===== src/rtl/config_reg_pkg.sv =====
// -----------------------------------------------------------------------------
// config_reg_pkg
// Shared definitions for the configuration register block:
//   - default bus/address widths
//   - register address map as an enum (3-bit encoded, 0..7)
//   - per-register reset values and a lookup function by address
// -----------------------------------------------------------------------------
package config_reg_pkg;

    localparam int DATA_W_DEF = 16;
    localparam int ADDR_W_DEF = 3;
    localparam int NUM_REGS   = 8;

    typedef enum logic [2:0] {
        ADC0_REG         = 3'd0,
        ADC1_REG         = 3'd1,
        TEMP_SENSOR0_REG = 3'd2,
        TEMP_SENSOR1_REG = 3'd3,
        ANALOG_TEST      = 3'd4,
        DIGITAL_TEST     = 3'd5,
        AMP_GAIN         = 3'd6,
        DIGITAL_CONFIG   = 3'd7
    } reg_addr_e;

    localparam logic [15:0] ADC0_RST         = 16'hFFFF;
    localparam logic [15:0] ADC1_RST         = 16'h0000;
    localparam logic [15:0] TEMP_SENSOR0_RST = 16'h0000;
    localparam logic [15:0] TEMP_SENSOR1_RST = 16'h0000;
    localparam logic [15:0] ANALOG_TEST_RST  = 16'hABCD;
    localparam logic [15:0] DIGITAL_TEST_RST = 16'h0000;
    localparam logic [15:0] AMP_GAIN_RST     = 16'h0000;
    localparam logic [15:0] DIGITAL_CFG_RST  = 16'h0001;

    // Reset value of the register living at a given address.
    function automatic logic [15:0] reset_value(input reg_addr_e a);
        logic [15:0] v;
        case (a)
            ADC0_REG:         v = ADC0_RST;
            ADC1_REG:         v = ADC1_RST;
            TEMP_SENSOR0_REG: v = TEMP_SENSOR0_RST;
            TEMP_SENSOR1_REG: v = TEMP_SENSOR1_RST;
            ANALOG_TEST:      v = ANALOG_TEST_RST;
            DIGITAL_TEST:     v = DIGITAL_TEST_RST;
            AMP_GAIN:         v = AMP_GAIN_RST;
            DIGITAL_CONFIG:   v = DIGITAL_CFG_RST;
            default:          v = 16'h0000;
        endcase
        return v;
    endfunction

endpackage


===== src/rtl/config_reg_if.sv =====
// -----------------------------------------------------------------------------
// config_reg_if
// Register access bus for config_reg.
//   write    : write enable for the addressed register
//   data_in  : write data (full word)
//   address  : register select, shared by read and write
//   data_out : combinational read data of the addressed register
// Modports: master drives the request side, slave (the register block)
// returns data_out.
// -----------------------------------------------------------------------------
interface config_reg_if #(
    parameter int DATA_W = 16,
    parameter int ADDR_W = 3
);
    logic              write;
    logic [DATA_W-1:0] data_in;
    logic [ADDR_W-1:0] address;
    logic [DATA_W-1:0] data_out;

    modport master (
        output write,
        output data_in,
        output address,
        input  data_out
    );

    modport slave (
        input  write,
        input  data_in,
        input  address,
        output data_out
    );
endinterface


===== src/rtl/cfg_reg_word.sv =====
// -----------------------------------------------------------------------------
// cfg_reg_word
// One DATA_W-bit storage word with a synchronous active-high reset to
// RESET_VAL. Reset has priority over wr_en, so a write in a reset cycle
// is discarded.
// Ports:
//   clk   : clock, rising edge
//   reset : synchronous active-high reset
//   wr_en : load d on the next rising edge
//   d     : write data
//   q     : current register contents
// -----------------------------------------------------------------------------
module cfg_reg_word #(
    parameter int                DATA_W    = 16,
    parameter logic [DATA_W-1:0] RESET_VAL = '0
) (
    input  logic              clk,
    input  logic              reset,
    input  logic              wr_en,
    input  logic [DATA_W-1:0] d,
    output logic [DATA_W-1:0] q
);

    logic [DATA_W-1:0] r_q;

    always_ff @(posedge clk) begin
        if (reset) begin
            r_q <= RESET_VAL;
        end else if (wr_en) begin
            r_q <= d;
        end
    end

    assign q = r_q;

endmodule


===== src/rtl/config_reg.sv =====
// -----------------------------------------------------------------------------
// config_reg
// Eight-entry configuration register file with full-word writes and a
// combinational read port.
// Ports:
//   clk   : clock, all state updates on its rising edge
//   reset : synchronous active-high reset, loads per-register reset values
//           and overrides any write in the same cycle
//   bus   : config_reg_if.slave (write, data_in, address -> data_out)
// Read data is register[address] with no bypass of data_in, so a
// read-during-write shows the old value until the edge.
// -----------------------------------------------------------------------------
module config_reg
    import config_reg_pkg::*;
#(
    parameter int DATA_W = DATA_W_DEF,
    parameter int ADDR_W = ADDR_W_DEF
) (
    input  logic         clk,
    input  logic         reset,
    config_reg_if.slave  bus
);

    logic [NUM_REGS-1:0] w_wr_en;
    logic [DATA_W-1:0]   w_q [NUM_REGS];
    logic [DATA_W-1:0]   w_rd_data;

    // Write decode. An address that matches no entry (including an unknown
    // value in simulation, where the equality test is not true) enables
    // nothing, so registers cannot be corrupted by a bad address.
    always_comb begin
        w_wr_en = '0;
        for (int i = 0; i < NUM_REGS; i++) begin
            if (bus.write && (bus.address == ADDR_W'(i))) begin
                w_wr_en[i] = 1'b1;
            end
        end
    end

    for (genvar g = 0; g < NUM_REGS; g++) begin : g_word
        cfg_reg_word #(
            .DATA_W    (DATA_W),
            .RESET_VAL (DATA_W'(reset_value(reg_addr_e'(g))))
        ) u_word (
            .clk   (clk),
            .reset (reset),
            .wr_en (w_wr_en[g]),
            .d     (bus.data_in),
            .q     (w_q[g])
        );
    end

    // Read mux: purely combinational, zero-cycle latency from address.
    always_comb begin
        w_rd_data = '0;
        for (int i = 0; i < NUM_REGS; i++) begin
            if (bus.address == ADDR_W'(i)) begin
                w_rd_data = w_q[i];
            end
        end
    end

    assign bus.data_out = w_rd_data;

endmodule


===== src/flat_wrapper.sv =====
// flat-port wrapper written by rule: the top's interface ports become plain ports
module config_reg_flat import config_reg_pkg::*;
#(
    parameter int DATA_W = DATA_W_DEF,
    parameter int ADDR_W = ADDR_W_DEF
)
  (clk, reset, bus_write, bus_data_in, bus_address, bus_data_out);
  config_reg_if #(.DATA_W(DATA_W), .ADDR_W(ADDR_W)) bus_i ();
  input  logic clk;
  input  logic reset;
  input wire logic [$bits(bus_i.write)-1:0] bus_write;
  input wire logic [$bits(bus_i.data_in)-1:0] bus_data_in;
  input wire logic [$bits(bus_i.address)-1:0] bus_address;
  output wire logic [$bits(bus_i.data_out)-1:0] bus_data_out;
  assign bus_i.write = bus_write;
  assign bus_i.data_in = bus_data_in;
  assign bus_i.address = bus_address;
  assign bus_data_out = bus_i.data_out;
  config_reg #(.DATA_W(DATA_W), .ADDR_W(ADDR_W)) u_core (.clk(clk), .reset(reset), .bus(bus_i));
endmodule

===== config.mk =====
export PLATFORM = sky130hd
export DESIGN_NAME = config_reg_flat
export DESIGN_NICKNAME = d
export VERILOG_FILES = /design/src/rtl/config_reg_pkg.sv /design/src/rtl/config_reg_if.sv /design/src/rtl/cfg_reg_word.sv /design/src/rtl/config_reg.sv /design/src/flat_wrapper.sv
export SDC_FILE = /design/constraint.sdc
export NUM_CORES = 1
export LEC_CHECK = 0
export BUFFER_PORTS_ARGS = -buffer_cell sky130_fd_sc_hd__clkbuf_2
export CAP_MARGIN = 20
export CORE_AREA = 2 2 124 96
export CTS_CLUSTER_DIAMETER = 80
export DETAILED_ROUTE_END_ITERATION = 7
export DIE_AREA = 0 0 126 98
export PLACE_DENSITY = 0.74
export SLEW_MARGIN = 20
export SYNTH_ARGS = -nofsm -noshare
export SYNTH_HDL_FRONTEND = slang
export SYNTH_SLANG_ARGS = --single-unit

===== constraint.sdc =====
create_clock -name clk -period 1.1 [get_ports clk]
set_input_delay 0.055 -clock clk [delete_from_list [all_inputs] [get_ports clk]]
set_output_delay 0.055 -clock clk [all_outputs]
set_load 0.005 [all_outputs]

==> results.sh <==
export IMPL_cts_sinks=128
export IMPL_start_util_pct=52.4
export IMPL_wl_met3_um=1740
export IMPL_status="complete, but fails checks"
export IMPL_coreArea_sq_um=11200
export IMPL_area_delta_synth_final_pct=26.8
export IMPL_timing_hold_violations_final=0
export IMPL_m1WireLength_um=7700
export IMPL_setup_tns_ns=-6.53
export IMPL_ys_ff_latch=128
export IMPL_skew_ns=0
export IMPL_rsz0062_at_grt="true"
export IMPL_p_int_uw=8790
export IMPL_gp_congestion=0.909
export IMPL_grt_first_pass_wirelength_um=28500
export IMPL_dr_pass1_iters=5
export IMPL_period_needed_ns=1.66
export IMPL_detail_route_antenna_nets=0
export IMPL_cp_arrival_ns=1.60
export IMPL_die_area_sq_um=12300
export IMPL_syn_nets=775
export IMPL_antenna_found_initial=0
export IMPL_hp_class="input pin to flip-flop"
export IMPL_drt_iter0_drc=751
export IMPL_die_w_um=126
export IMPL_vias=5770
export IMPL_clockBufferDepth=2
export IMPL_track_usage_pct=29.7
export IMPL_via_per_inst=5.86
export IMPL_synth_seq_area_share_pct=43.5
export IMPL_power_density_nw_per_um2=1560
export IMPL_grt_max_degree=73
export IMPL_portBuffers=37
export IMPL_drv_cap=0
export IMPL_r2r_start="u_core.g_word[5].u_word.q[10]$_SDFFE_PP0P_"
export IMPL_drive_above_1_share_pct=30.6
export IMPL_cp_start_kind="flip-flop"
export IMPL_critPathRequiredTime_ns=1.04
export IMPL_clk_pin_slew_ns=0.06
export IMPL_rows=34
export IMPL_syn_area_sq_um=5890
export IMPL_slew_headroom_pct=65.3
export IMPL_numCtsBuffers=17
export IMPL_cts_tree="done"
export IMPL_dr_max_layer_used="met4"
export IMPL_synth_avg_cell_area_sq_um=7.82
export IMPL_crit_start="u_core.g_word[3].u_word.q[7]$_SDFFE_PP0P_"
export IMPL_insertedDiodeCount=0
export IMPL_min_from="bus_data_in[7]"
export IMPL_synthFlopType="dfxtp_1"
export IMPL_avgRoutedWirePerCell_um=18.9
export IMPL_fin_cells=984
export IMPL_htreeDepth=4
export IMPL_p_leak_uw=0.00292
export IMPL_yosysWarnings=0
export IMPL_largest_register_ffs=128
export IMPL_synthDistinctLibCells=29
export IMPL_path_max_fanout=2
export IMPL_violations="setup timing"
export IMPL_final_period_utilization_pct=151
export IMPL_slew_violations=0
export IMPL_die_h_um=98
export IMPL_synth_edff_count=0
export IMPL_p_clk_share_pct=47.5
export IMPL_seqPwrFrac_pct=41.5
export IMPL_irDropWorstVdd_mv=1.03
export IMPL_async_flop_share_pct=0
export IMPL_drc_errors=0
export IMPL_power_switching_uw=2840
export IMPL_post_place_cells=936
export IMPL_p_sw_share_pct=24.4
export IMPL_fmax_ghz=0.603
export IMPL_cts_root_buffer="clkbuf_16"
export IMPL_fillers=935
export IMPL_wirelength_um=18600
export IMPL_combPwrFrac_pct=10.9
export IMPL_grt_overflow_total=0
export IMPL_grt_pass1_vias=5391
export IMPL_clk_latency_ns=0.41
export IMPL_path_class="flip-flop to primary output"
export IMPL_io_pins=38
export IMPL_fin_nets=850
export IMPL_fin_ws_ns=-0.559
export IMPL_tightest_slew_ns=0.518
export IMPL_finalSetupViolCount=16
export IMPL_synthCells=753
export IMPL_cp_end_kind="primary output"
export IMPL_dr_wl_met2_um=8500
export IMPL_place_hpwl_um=12100
==> layout by cell type (no fill, tap or decap), drive strengths merged <==
cell | synthesis | final
a32o | 8 | 8
mux2 | 6 | 6
nor3b | 1 | 1
bufinv | 0 | 2
clkbuf | 29 | 47
a221oi | 1 | 1
dfxtp | 128 | 128
inv | 11 | 11
clkinv | 0 | 7
nor2 | 17 | 17
a22oi | 9 | 9
o21ai | 13 | 13
nand2b | 11 | 11
a21oi | 122 | 122
clkinvlp | 0 | 2
nand3b | 28 | 28
nor2b | 5 | 5
buf | 37 | 81
dlygate4sd3 | 0 | 14
and2 | 1 | 1
mux2i | 19 | 19
nand2 | 287 | 287
nand3 | 4 | 4
nor3 | 2 | 2
nand4 | 1 | 1
mux4 | 13 | 13
==> routing by layer <==
metal / GRT usage [%] / vias up
met3: 5.75 / 64
met2: 47.3 / 315
met5: 0 / -
met1: 39.2 / 2751
li1: - / 2640
met4: 13.7 / 0
==> power by group through the flow <==
stage          Clock (uW)  Combinational (uW)  Sequential (uW)
2_1_floorplan           0                 720             4890
3_3_place_gp            0                1090             4910
4_1_cts              5540                1200             4820
3_5_place_dp            0                1110             4910
6_report             5520                1270             4830
5_1_grt              5760                1350             4840
==> synthesized netlist by cell type, types with 2 or more instances <==
cell type	count	share of area, %
a21oi_1	122	10
a22oi_1	9	1.1
a32o_1	8	1.4
buf_2	27	2.3
buf_4	7	0.89
clkbuf_1	29	1.8
dfxtp_1	128	44
inv_1	11	0.70
mux2_2	6	1.1
mux2i_1	19	3.2
mux4_1	9	4.0
mux4_2	4	1.5
nand2_1	286	18
nand2b_1	11	1.2
nand3_1	4	0.34
nand3b_1	28	3.6
nor2_1	10	0.64
nor2_2	7	0.74
nor2b_1	5	0.53
nor3_2	2	0.34
o21ai_0	13	1.1
==> kinds of logic (layout without fill, tap and decap cells) <==
| kind of cell | count (synthesis) | in the layout | synth area share [%] |
|---|---|---|---|
| buf+inv | 77 | 164 | 6.33 |
| simple gates | 357 | 357 | 26.1 |
| compound gates | 153 | 153 | 14.1 |
| mux | 38 | 38 | 9.92 |
| flops | 128 | 128 | 43.5 |
==> repair_timing <==
action,in CTS,in global routing
pin swaps,15,12
hold endpoints to repair,66,0
setup buffers,0,3
gates resized for setup,57,54
endpoints found under the setup margin,16,20
hold buffers,14,0
==> stage by stage <==
step	hold slack, ns	util, %	total power [uW]	setup WS [ns]	cell area [sq um]
5_1_grt	0.0213	66.5	11900	-0.592	7470
3_3_place_gp	0.313	57.9	6000	-0.278	6510
4_1_cts	0.00165	65.2	11600	-0.568	7330
3_5_place_dp	0.318	57.9	6020	-0.322	6510
6_report	0.00827	66.5	11600	-0.559	7470
2_1_floorplan	0.340	-	5610	-0.0267	5900
==> critical path: stages, from the launching register on <==
cell and delay (ns):
dfxtp_2 0.32, mux4_2 0.46, mux2_4 0.30, clkbuf_2 0.11
==> layout make-up <==
| type | instances | area (sq um) | share of cell area, % |
|---|---|---|---|
| inverter | 11 | 41.3 | 0.553 |
| clock inverter | 11 | 114 | 1.52 |
| multi-input combinational | 548 | 3110 | 41.6 |
| clock buffer | 20 | 467 | 6.25 |
| sequential | 128 | 2620 | 35.1 |
| timing repair buffer | 122 | 940 | 12.6 |
| tap | 144 | 180 | 2.41 |
==> path summary, 6_finish.rpt <==
| check | to | cells after the start | slack [ns] |
|---|---|---|---|
| worst min register to register | u_core.g_word[3].u_word.q[6]$_SDFFE_PP0P_ | 2 | 0.46 |
| worst max-delay path | bus_data_out[7] | 3 | -0.56 |
| worst max register to register | u_core.g_word[5].u_word.q[10]$_SDFFE_PP0P_ | 3 | 0.39 |
| worst min-delay path | u_core.g_word[3].u_word.q[7]$_SDFFE_PP0P_ | 3 | 0.008 |
(Power assumes the default switching activity.)
